[src/rtl/wallace_mac_8.sv]
// wallace_8bit: exact 8x8 unsigned multiplier, Wallace-style carry-save reduction tree.
// Latency: combinational.
// Backpressure: none (pure function of a and b).
// Ports: a, b (8-bit operands) -> p (16-bit product a*b).
module wallace_8bit (
  input  logic [7:0]  a,
  input  logic [7:0]  b,
  output logic [15:0] p
);

  // 3:2 compressor on whole vectors: sum bits and left-shifted carry bits.
  // Truncating the carry to 16 bits is harmless because the true product
  // always fits in 16 bits, so the arithmetic is exact modulo 2^16.
  function automatic logic [15:0] csa_sum(input logic [15:0] x, y, z);
    return x ^ y ^ z;
  endfunction

  function automatic logic [15:0] csa_carry(input logic [15:0] x, y, z);
    logic [15:0] m;
    m = (x & y) | (x & z) | (y & z);
    return {m[14:0], 1'b0};
  endfunction

  logic [15:0] pp [8];
  logic [15:0] s0, c0, s1, c1;   // level 1: 8 -> 6 rows
  logic [15:0] s2, c2, s3, c3;   // level 2: 6 -> 4 rows
  logic [15:0] s4, c4;           // level 3: 4 -> 3 rows
  logic [15:0] s5, c5;           // level 4: 3 -> 2 rows

  always_comb begin
    for (int i = 0; i < 8; i++) begin
      pp[i] = b[i] ? ({8'd0, a} << i) : 16'd0;
    end
  end

  assign s0 = csa_sum  (pp[0], pp[1], pp[2]);
  assign c0 = csa_carry(pp[0], pp[1], pp[2]);
  assign s1 = csa_sum  (pp[3], pp[4], pp[5]);
  assign c1 = csa_carry(pp[3], pp[4], pp[5]);

  assign s2 = csa_sum  (s0, c0, s1);
  assign c2 = csa_carry(s0, c0, s1);
  assign s3 = csa_sum  (c1, pp[6], pp[7]);
  assign c3 = csa_carry(c1, pp[6], pp[7]);

  assign s4 = csa_sum  (s2, c2, s3);
  assign c4 = csa_carry(s2, c2, s3);

  assign s5 = csa_sum  (s4, c4, c3);
  assign c5 = csa_carry(s4, c4, c3);

  // Final carry-propagate adder.
  assign p = s5 + c5;

endmodule

// wallace_mac_8: pipelined 8x8 unsigned multiply-accumulate producing one dot-product
// sum per in_last-terminated sequence. Latency: last pair accepted at edge N -> out_valid
// after edge N+2; one pair per cycle. Backpressure: stall = out_valid & ~out_ready freezes
// every register; in_ready = ~stall.
// Ports: clk, rst_n (sync, active low); in_valid/in_ready/in_a/in_b/in_last operand stream;
// out_valid/out_ready/out_data/out_count/out_ovf result stream.
module wallace_mac_8 #(
  parameter int ACC_W    = 24,
  parameter int CNT_W    = 8,
  parameter int SATURATE = 1
) (
  input  logic             clk,
  input  logic             rst_n,
  input  logic             in_valid,
  output logic             in_ready,
  input  logic [7:0]       in_a,
  input  logic [7:0]       in_b,
  input  logic             in_last,
  output logic             out_valid,
  input  logic             out_ready,
  output logic [ACC_W-1:0] out_data,
  output logic [CNT_W-1:0] out_count,
  output logic             out_ovf
);

  typedef enum logic {IDLE, ACC} state_t;

  state_t           state;
  logic             stall;
  logic             s1_v, s1_last;
  logic [7:0]       s1_a, s1_b;
  logic             s2_v, s2_last;
  logic [15:0]      s2_prod;
  logic [15:0]      prod;
  logic [ACC_W-1:0] acc;
  logic [CNT_W-1:0] count;
  logic             ovf;

  logic [ACC_W-1:0] acc_base, acc_next;
  logic [CNT_W-1:0] cnt_base, cnt_next;
  logic             ovf_base, ovf_next;
  logic [ACC_W:0]   sum_full;
  logic             carry;

  assign stall    = out_valid & ~out_ready;
  assign in_ready = ~stall;

  wallace_8bit u_mult (
    .a (s1_a),
    .b (s1_b),
    .p (prod)
  );

  // Accumulate step. In IDLE the running values are ignored so a new sequence
  // starts from zero without needing a clearing cycle after the previous last.
  always_comb begin
    acc_base = (state == IDLE) ? '0 : acc;
    cnt_base = (state == IDLE) ? '0 : count;
    ovf_base = (state == IDLE) ? 1'b0 : ovf;
    sum_full = {1'b0, acc_base} + {{(ACC_W + 1 - 16){1'b0}}, s2_prod};
    carry    = sum_full[ACC_W];
    ovf_next = ovf_base | carry;
    // An all-ones accumulator plus any non-zero product carries out again,
    // so a saturated sum stays pinned for the rest of the sequence.
    if (carry && (SATURATE != 0)) begin
      acc_next = '1;
    end else begin
      acc_next = sum_full[ACC_W-1:0];
    end
    cnt_next = (&cnt_base) ? cnt_base : cnt_base + CNT_W'(1);
  end

  always_ff @(posedge clk) begin
    if (!rst_n) begin
      state     <= IDLE;
      s1_v      <= 1'b0;
      s1_last   <= 1'b0;
      s1_a      <= '0;
      s1_b      <= '0;
      s2_v      <= 1'b0;
      s2_last   <= 1'b0;
      s2_prod   <= '0;
      acc       <= '0;
      count     <= '0;
      ovf       <= 1'b0;
      out_valid <= 1'b0;
      out_data  <= '0;
      out_count <= '0;
      out_ovf   <= 1'b0;
    end else if (!stall) begin
      // Not stalled means in_ready=1, so in_valid alone marks a transfer.
      s1_v <= in_valid;
      if (in_valid) begin
        s1_a    <= in_a;
        s1_b    <= in_b;
        s1_last <= in_last;
      end

      s2_v <= s1_v;
      if (s1_v) begin
        s2_prod <= prod;
        s2_last <= s1_last;
      end

      if (s2_v) begin
        if (s2_last) begin
          out_data  <= acc_next;
          out_count <= cnt_next;
          out_ovf   <= ovf_next;
          state     <= IDLE;
        end else begin
          acc   <= acc_next;
          count <= cnt_next;
          ovf   <= ovf_next;
          state <= ACC;
        end
      end

      // Without a stall any held result is being consumed this edge, so
      // out_valid simply follows whether a new result is loaded.
      out_valid <= s2_v & s2_last;
    end
  end

endmodule
[config.mk]
export PLATFORM = sky130hd
export DESIGN_NAME = wallace_mac_8
export DESIGN_NICKNAME = d
export VERILOG_FILES = /design/src/rtl/wallace_mac_8.sv
export SDC_FILE = /design/constraint.sdc
export NUM_CORES = 1
export LEC_CHECK = 0
export CAP_MARGIN = 10
export CORE_MARGIN = 2
export CORE_UTILIZATION = 54
export CTS_CLUSTER_SIZE = 40
export DETAILED_ROUTE_END_ITERATION = 10
export PLACE_DENSITY = 0.77
export SYNTH_ARGS = -nofsm -noshare
export SYNTH_HDL_FRONTEND = slang
export SYNTH_SLANG_ARGS = --single-unit
export TNS_END_PERCENT = 1
[constraint.sdc]
create_clock -name clk -period 4.3 [get_ports clk]
set_clock_uncertainty 0.05 [all_clocks]
set_input_delay 0.645 -clock clk [delete_from_list [all_inputs] [get_ports clk]]
set_output_delay 0.645 -clock clk [all_outputs]
set_load 0.02 [all_outputs]
; ---- Word level (Yosys, flattened, before mapping)
; Index checks and enable logic that the tools add are counted.
[totals]
elab_cells = 86
reg_bits = 104
input_bits = 21
output_inout_bits = 35
[classes]
mux = 14
addsub = 3
bitwise = 48
n_reduce_logical = 6
[op_table]
columns = operator, n
row1 = 15-bit AND, 18
row2 = 15-bit OR, 12
row3 = 16-bit bitwise XOR, 8
row4 = 24-bit 2-to-1 mux, 2
row5 = 24-bit by 16-bit adder with 25-bit output, 1
row6 = 8-bit 2-to-1 mux, 3
row7 = 16-bit adder, 1
row8 = 16-bit by 10-bit bitwise XOR with 16-bit output, 1
row9 = 16-bit by 13-bit bitwise XOR with 16-bit output, 1
row10 = 16-bit by 14-bit bitwise XOR with 16-bit output, 1
row11 = 16-bit by 15-bit bitwise XOR with 16-bit output, 1
row12 = 15-bit 2-to-1 mux, 1
row13 = 14-bit 2-to-1 mux, 1
row14 = 13-bit 2-to-1 mux, 1
row15 = 12-bit 2-to-1 mux, 1
row16 = 11-bit 2-to-1 mux, 1
row17 = 10-bit 2-to-1 mux, 1
row18 = 9-bit 2-to-1 mux, 1
row19 = 8-bit by 1-bit adder with 8-bit output (second input constant), 1
row20 = 8-bit AND reduction, 1
row21 = 2-bit AND reduction, 3
row22 = 3-bit AND reduction, 2
row23 = 1-bit NOT, 3
row24 = 1-bit AND, 2
row25 = 2 further kinds, 3

; ---- Logic depth before layout (Yosys ltp)
; Gate-level depths: netlist (run 1).
[logic_depth]
ltp_word = 14
mapped_depth = 17
ltp_nobuf = 16

; ---- Hierarchy
; From an unflattened synthesis (run 1), not the netlist that was laid out.
[hier_totals]
cells_unflattened = 841
area_unflattened_um2 = 6961.7
[modules_own_cells]
columns = module, seq_area_each_um2, instances, cells_per_inst, area_each_um2
row1 = wallace_mac_8, 2082.0, 1, 638, 5111.2
row2 = wallace_8bit, 0.0, 1, 203, 1850.5

; ---- Least setup slack after synthesis (run 1)
; No wires, ideal clock.
[synth_timing]
path_type = flip-flop to flip-flop
startpoint = register s1_a[4]
endpoint = register s2_prod[14]
t_required_ns = 4.135
period_less_slack_ns = 4.452
path_stages_with_launch = 16
setup_time_ns = 0.115
path_slack_ns = -0.152
arrival_time_ns = 4.287
n_path_buf = 1
path_cell_list = dfxtp_1 > clkbuf_1 > and2_1 > fa_1 > inv_1 > fa_1 > fa_1 > fa_1 > inv_1 > ha_1 > a21o_1 > a2111oi_0 > o311ai_0 > xnor2_1 > o21ai_0 > and2_1
[synth_between]
elab_chain_len = 14
word_cells_on_any_way = 51
cone_classes = add/sub (1) / mux (8) / bitwise (42)
[synth_rtl]
columns = item, line_no
row1 = start: declaration, 87  ; logic [7:0] s1_a, s1_b;
row2 = start signal: assignment, 150  ; s1_a <= in_a;
row3 = "8-bit 2-to-1 mux, or another cell as far along", 32  ; pp[i] = b[i] ? ({8'd0, a} << i) : 16'd0;
row4 = 15-bit AND, 20  ; m = (x & y) | (x & z) | (y & z);
row5 = 15-bit OR (2 in series), 20
row6 = 15-bit AND, 20
row7 = 15-bit OR (2 in series), 20
row8 = 15-bit AND, 20
row9 = 15-bit OR (2 in series), 20
row10 = 15-bit AND, 20
row11 = 15-bit OR (2 in series), 20
row12 = 16-bit adder (*), 53  ; assign p = s5 + c5;
row13 = end signal: assignment, 157  ; s2_prod <= prod;
row14 = end: declaration, 89  ; logic [15:0] s2_prod;
; Every way passes the cells marked *; elsewhere a longest branch is shown, timed or not.
; A chain may end at the register's enable or synchronous reset.

; ---- Worst setup path after layout (run 1)
[layout_timing]
startpoint = register s1_b[4]
endpoint = register s2_prod[14]
[layout_between]
elab_chain_len = 13
word_cells_on_any_way = 33
cone_classes = add/sub (1) / mux (1) / bitwise (31)
[layout_rtl]
columns = item, line_no
row1 = start: declaration, 87
row2 = start signal: assignment, 151  ; s1_b <= in_b;
row3 = 12-bit 2-to-1 mux (*), 32
row4 = 16-bit bitwise XOR / 15-bit AND (equally long branches), "15, 20"
row5 = 16-bit by 13-bit bitwise XOR with 16-bit output / 15-bit OR (equally long branches), "15, 20"
row6 = 15-bit AND / 15-bit OR (equally long branches), 20
row7 = 15-bit OR / 16-bit by 14-bit bitwise XOR with 16-bit output (equally long branches), "20, 15"
row8 = 15-bit OR / 16-bit by 15-bit bitwise XOR with 16-bit output (equally long branches), "20, 15"
row9 = 15-bit AND, 20
row10 = 15-bit OR (2 in series), 20
row11 = 15-bit AND, 20
row12 = 15-bit OR (2 in series), 20
row13 = 16-bit adder (*), 53
; Marked as above.

==> results of run 1 <==
==> repair_timing <==
| action | 4_1_cts | 5_1_grt |
|---|---|---|
| pin swaps | 5 | 20 |
| gates resized for setup | 16 | 34 |
| setup endpoints to repair | 4 | 4 |
| buffers inserted | 1 | 3 |
| hold buffers | 0 | 0 |
==> report_power, final <==
part / internal, mW / switching (mW)
Combinational: 0.0997 / 0.128
Sequential: 0.987 / 0.0259
Clock: 0.476 / 0.398
==> stage by stage <==
step / std cells / area, um^2 / power (mW)
2_1_floorplan: 831 / 6970 / 1.17
3_3_place_gp: 1043 / 7760 / 1.24
3_5_place_dp: 1043 / 7760 / 1.25
4_1_cts: 1060 / 8120 / 2.12
5_1_grt: 1063 / 8290 / 2.19
6_report: 1063 / 8290 / 2.11
==> state kept, by name (all words and copies together), names as in the netlist, 8 cells and up <==
| name | flops |
|---|---|
| acc | 24 |
| out_data | 24 |
| s2_prod | 16 |
| count | 8 |
| out_count | 8 |
| s1_a | 8 |
| s1_b | 8 |
==> cell usage after synthesis (3+ instances only) <==
library cell and instances:
and2_1 68, mux2i_1 3, o31ai_1 5, or2_2 4, buf_6 4, o221a_1 3
nor3_1 6, o211ai_1 6, a21o_1 11, nand4_1 6, nand3_1 19, o21bai_1 4
o21a_1 4, clkbuf_1 39, a211oi_1 26, a21oi_1 73, nand2_1 112, dfxtp_1 104
nand2b_1 7, nor2b_1 4, inv_1 44, o21ai_0 38, a31oi_1 7, xor2_1 11
a311oi_1 8, fa_1 40, xnor2_1 15, ha_1 42, o311ai_1 3, nor2_1 62
and3_1 8
==> cell type report <==
type	count	share of cell area [%]
Inverter	46	2.08
Multi-Input combinational cell	636	56.4
Clock inverter	6	0.875
Timing Repair Buffer	89	9.69
Sequential cell	104	25.5
Tap cell	172	2.60
Clock buffer	10	2.88
==> logic make-up (layout without fill, tap and decap cells) <==
family | count (synthesis) | in the layout | synth area share (%)
simple gates | 310 | 310 | 21.6
compound gates | 213 | 213 | 20.0
flops | 104 | 104 | 29.9
buf+inv | 91 | 151 | 5.41
fa+ha+maj | 82 | 82 | 19.0
xor+xnor | 26 | 26 | 3.27
mux | 5 | 5 | 0.755
==> cell usage in the layout (no fill, tap or decap), types with 3 or more instances in the layout <==
| cell | netlist | routed |
|---|---|---|
| buf_4 | 1 | 33 |
| o31ai_1 | 5 | 4 |
| a31oi_1 | 7 | 6 |
| o21bai_1 | 4 | 4 |
| fa_1 | 40 | 34 |
| dfxtp_4 | 0 | 6 |
| nand3_1 | 19 | 19 |
| and2_1 | 68 | 63 |
| inv_1 | 44 | 42 |
| and3_1 | 8 | 8 |
| xnor2_1 | 15 | 15 |
| o221a_1 | 3 | 3 |
| a21oi_1 | 73 | 71 |
| nand2_1 | 112 | 112 |
| clkbuf_16 | 0 | 9 |
| nor2_1 | 62 | 61 |
| ha_4 | 0 | 6 |
| inv_2 | 2 | 4 |
| or2_2 | 4 | 3 |
| mux2i_1 | 3 | 3 |
| a211oi_1 | 26 | 26 |
| fa_2 | 0 | 6 |
| inv_6 | 0 | 4 |
| o21ai_1 | 2 | 3 |
| nand4_1 | 6 | 6 |
| dfxtp_2 | 0 | 5 |
| a21o_1 | 11 | 11 |
| nand2b_1 | 7 | 7 |
| nor2b_1 | 4 | 3 |
| and2_4 | 0 | 5 |
| o21a_1 | 4 | 4 |
| o21ai_0 | 38 | 36 |
| xor2_1 | 11 | 11 |
| nor3_1 | 6 | 5 |
| clkdlybuf4s50_1 | 0 | 55 |
| o211ai_1 | 6 | 6 |
| ha_1 | 42 | 36 |
| a21oi_2 | 2 | 4 |
| dfxtp_1 | 104 | 93 |
| a311oi_1 | 8 | 8 |
==> final timing paths <==
check        cells past startpoint                         to                      start
min reg2reg                      2  out_count[0]$_SDFFE_PN0P_  out_count[0]$_SDFFE_PN0P_
max                             14   s2_prod[14]$_SDFFE_PN0P_       s1_b[4]$_SDFFE_PN0P_
min                              2  out_count[0]$_SDFFE_PN0P_  out_count[0]$_SDFFE_PN0P_
max reg2reg                     14   s2_prod[14]$_SDFFE_PN0P_       s1_b[4]$_SDFFE_PN0P_
==> worst max-delay path: stages (launching register included) <==
cell and delay (ps):
dfxtp_4 370, and2_4 140, fa_1 530, inv_1 50, fa_1 480, fa_1 500, fa_1 510, inv_2 40
ha_4 210, a21o_1 210, a2111oi_4 420, o311ai_2 130, xnor2_1 180, o21ai_1 70, and2_1 170
==> routing by layer <==
metal	share of wire [%]	global-route usage, %	wire [um]	vias up
met2	46	39.8	7690	133
li1	-	-	-	2965
met4	2.1	8.51	347	0
met5	0	0	0	-
met3	4.1	4.55	676	28
met1	47	34.3	7830	2839
==> results.yml, run 1 <==
final_layout:
  regArea_um2: 2110
  syn_to_final_growth_pct: 19.0
  multi_input_comb_area_um2: 4680
  final_net_count: 989
  diodes: 0
  n_fill_cell: 1088
  postLayoutCoreUtil_pct: 65.7
  drive_above_1_share_pct: 13.0
sta:
  rsz0062_at_grt: "true"
  timing.setup.tns_ps: 0
  tightest_slew_ps: 863
  timing.final.crit_share_pct: 96.9
  fmax_mhz: 240
  fin_ws_ps: 134
  finalHoldWorstSlack_ps: 407
  maxSlewViolCount: 0
  setup_viol: 0
  hold_viol: 0
  final.min_clock_period_ps: 4170
  max-slew-margin-rel_pct: 42.4
floorplan:
  die_height_um: 118
  dieArea_um2: 13800
  rows: 41
  die_w_um: 118
  start_util_pct: 55.2
  coreArea_um2: 12600
  boundaryPins: 56
synth:
  syn-mean-instance-area_um2: 8.38
  yosysWarnings: 0
  ys_top_cells_by_area: "dfxtp_1 (30%), fa_1 (12%), ha_1 (7.5%), and2_1 (6.1%), nand2_1 (6.0%)"
  synth_nets: 934
  yosys.area.top_type: "dfxtp_1"
  synthArstFlopShare_pct: 0
  yosysTopAreaCellShare_pct: 29.9
  mappedNetlistArea_um2: 6960
  seq_area_frac_synth_pct: 29.9
  synthDistinctLibCells: 68
  synth_edf_count: 0
  synthFlopType: "dfxtp_1"
  ys_ff_latch: 104
  synthCells: 831
pwr:
  power.density_nw_per_um2: 255
  p_leak_nw: 3.28
  ir_worst_vdd_uv: 220
worst_setup_path:
  required_ps: 4510
  cp_data_arrival_time_ps: 4380
  start_kind: "register"
  cp_max_fo: 7
  endpoint_kind: "register"
  r2r_slack_ps: 130
  path_class: "register to register"
placed_design:
  dp_worst_setup_slack_ps: -163
  port_buffers: 55
  gp_congestion: 0.891
  hpwl_um: 12400
clock_tree:
  htree_levels: 3
  clockBufferDepth: 2
  root_buffer: "clkbuf_16"
  cts_tree: "done"
  clkTransAtPathRegs_ps: 80
  clock-sinks: 104
  clock_latency_ps: 360
  cts_buffers: 9
detailed_routing:
  first_pass_iters: 5
  num_vias: 5965
  drc_errors: 0
  routed_wl_um: 16500
  vias_per_cell: 5.61
  wl_per_cell_um: 15.6
  postRouteAntennaNets: 0
  drt_iter0_drc: 455
grt:
  grt_pass1_vias: 5988
  grt_overflow: 0
  grt_first_pass_wirelength_um: 28600
  grt_usage_pct: 25.0
  grt_max_degree: 54
  antenna_found_initial: 0
run:
  drv_cap: 0
run_status:
  status: "complete, no violations"
hold_path:
  hp-class: "register to register"
No activity file was read; power rests on OpenSTA's default activity.
==> inputs of run 2 (changes only) <==
- CORE_MARGIN: 2 -> 1.5
- CORE_UTILIZATION: 54 -> 59
- CTS_CLUSTER_SIZE: 40 -> unset
- PLACE_DENSITY: 0.77 -> 0.8
- clock period: 4.3 -> 4.65 ns (I/O delays scaled with it)
==> run 2 against run 1 <==
  * Final cell count down 4.0%
  * Sequential cell count unchanged
  * Clock power down 8.1%
  * Non-clock buffer count down 12
  * Sequential share of layout area up 0.60 points
  * Utilization up 4.2 points
  * Hold slack better by 5.6 ps
  * Combinational power down 14%
  * Clock-buffer cell count down 1
  * Maximum frequency down 7.6%
  * Via count up 0.96%
  * Critical path type unchanged
==> results.yml, run 2 (synthesized netlist as in run 1, its figures left out) <==
worst_setup_path:
  cp_max_fo: 6
  path_buf_inv: 3
  crit_slowest_cell: "fa_1"
  start_kind: "register"
  cp_cell_sequence: "and2_1 -> fa_1 -> inv_1 -> fa_1 -> fa_1 -> fa_1 -> inv_1 -> ha_1 -> buf_4 -> a21o_1 -> a21oi_2 -> o21ai_0 -> a31oi_2 -> nor2b_1 -> o21a_1 -> o311ai_2"
  cp_common_cell: "fa_1"
  required_ps: 4860
  path_delay_family: "adder cells"
  cp_data_arrival_time_ps: 4720
  rr_startpoint: "s1_b[3]$_SDFFE_PN0P_"
  path_class: "register to register"
  startpoint: "s1_b[3]$_SDFFE_PN0P_"
  endpoint_kind: "register"
  cp_slowest_stage_delay_ps: 550
detailed_routing:
  wl_per_cell_um: 16.6
  num_vias: 6022
  first_pass_iters: 5
  postRouteAntennaNets: 0
  routed_wl_um: 16900
  drc_errors: 0
  drt_iter0_drc: 442
  vias_per_cell: 5.90
final_layout:
  diodes: 0
  postLayoutCoreUtil_pct: 69.9
  reg_top3: "acc: 24 flops, out_data: 24 flops, s2_prod: 16 flops"
  final_cell_mix: "nand2_1 (112), dfxtp_1 (98), a21oi_1 (71), and2_1 (68), nor2_1 (61)"
  syn_to_final_growth_pct: 15.1
  n_fill_cell: 927
  final_common_cell: "nand2_1"
  stdcell_area_um2: 8020
  drive_above_1_share_pct: 8.66
  final_net_count: 977
clock_tree:
  clkTransAtPathRegs_ps: 70
  cts_tree: "done"
  htree_levels: 3
  clock-sinks: 104
  root_buffer: "clkbuf_16"
  clock_latency_ps: 360
  clockBufferDepth: 2
  cts_buffers: 9
  holdBufCountCts: 0
sta:
  maxSlewViolCount: 0
  timing.final.crit_share_pct: 97.0
  finalHoldWorstSlack_ps: 412
  setup_viol: 0
  tightest_slew_ps: 877
  max-slew-margin-rel_pct: 41.5
  hold_viol: 0
  final.min_clock_period_ps: 4510
  fmax_mhz: 222
  fin_ws_ps: 140
grt:
  grt_overflow: 0
  grt_first_pass_wirelength_um: 27900
  grt_max_degree: 54
  grt_pass1_vias: 5913
  grt_usage_pct: 27.5
  antenna_found_initial: 0
pwr:
  ir_worst_vdd_uv: 349
  p_leak_nw: 3.24
  power.density_nw_per_um2: 241
  finalPower_mw: 1.93
floorplan:
  start_util_pct: 60.7
  dieArea_um2: 12500
  die_height_um: 112
  die_w_um: 112
  boundaryPins: 56
  rows: 39
  coreArea_um2: 11500
run_status:
  status: "complete, no violations"
placed_design:
  placed_cell_area_um2: 7650
  hpwl_um: 12500
  dp_worst_setup_slack_ps: -60.9
  gp_congestion: 0.890
  port_buffers: 55
run:
  drv_cap: 0
hold_path:
  holdCritStartpoint: "out_count[0]$_SDFFE_PN0P_"
  hp-class: "register to register"
run 2: changes by cell type in the layout (fill, tap and decap cells not counted), sizes merged:
cell / change
clkinv: +3
clkinvlp: -1
inv: -3
buf: -11
clkbuf: -2
bufinv: +1
run 2: what timing repair did:
action,4_1_cts,5_1_grt
gates cloned,0,0
setup buffers,0,1
resized for setup,2,12
pin swaps,0,3
setup endpoints to repair,2,5
run 2: worst paths after layout:
| kind | endpoint | slack, ps | depth (start not counted) |
|---|---|---|---|
| worst min-delay path | out_count[0]$_SDFFE_PN0P_ | 410 | 2 |
| worst max register to register | s2_prod[15]$_SDFFE_PN0P_ | 140 | 16 |
| worst max-delay path | s2_prod[15]$_SDFFE_PN0P_ | 140 | 16 |
| worst min register to register | out_count[0]$_SDFFE_PN0P_ | 410 | 2 |
run 2: through the flow:
stage	instances	setup TNS, ps
final	1021	0
after global routing	1021	-22.3
after CTS	1020	0
after detailed placement	1005	-86.7
after global placement	1005	0
after floorplan	831	0
run 2: layout make-up:
class | instances | area [um^2] | share of cell area, %
Clock inverter | 6 | 83.8 | 1.05
Inverter | 46 | 173 | 2.15
Clock buffer | 9 | 225 | 2.81
Multi-Input combinational cell | 636 | 4550 | 56.8
Timing Repair Buffer | 77 | 716 | 8.93
Tap cell | 143 | 179 | 2.23
Sequential cell | 104 | 2090 | 26.1
run 2: power by group:
part	switching (mW)	total [mW]	internal (mW)
sequential	0.0224	0.937	0.914
combinational	0.114	0.195	0.0809
clock	0.335	0.803	0.468
run 2: worst register-to-register path: stages (launching register included):
cell      delay, ps
dfxtp_1         350
and2_1          170
fa_1            530
inv_1            50
fa_1            510
fa_1            450
fa_1            560
inv_1            50
ha_1            280
buf_4           140
a21o_1          190
a21oi_2         200
o21ai_0         130
a31oi_2         240
nor2b_1          90
o21a_1          180
o311ai_2        240
run 2: routing by layer:
| metal | GRT usage, % | wire length [um] |
|---|---|---|
| met1 | 35.5 | 7470 |
| met2 | 46.3 | 8220 |
| met3 | 5.99 | 926 |
| met4 | 8.27 | 307 |
| met5 | 0 | 0 |
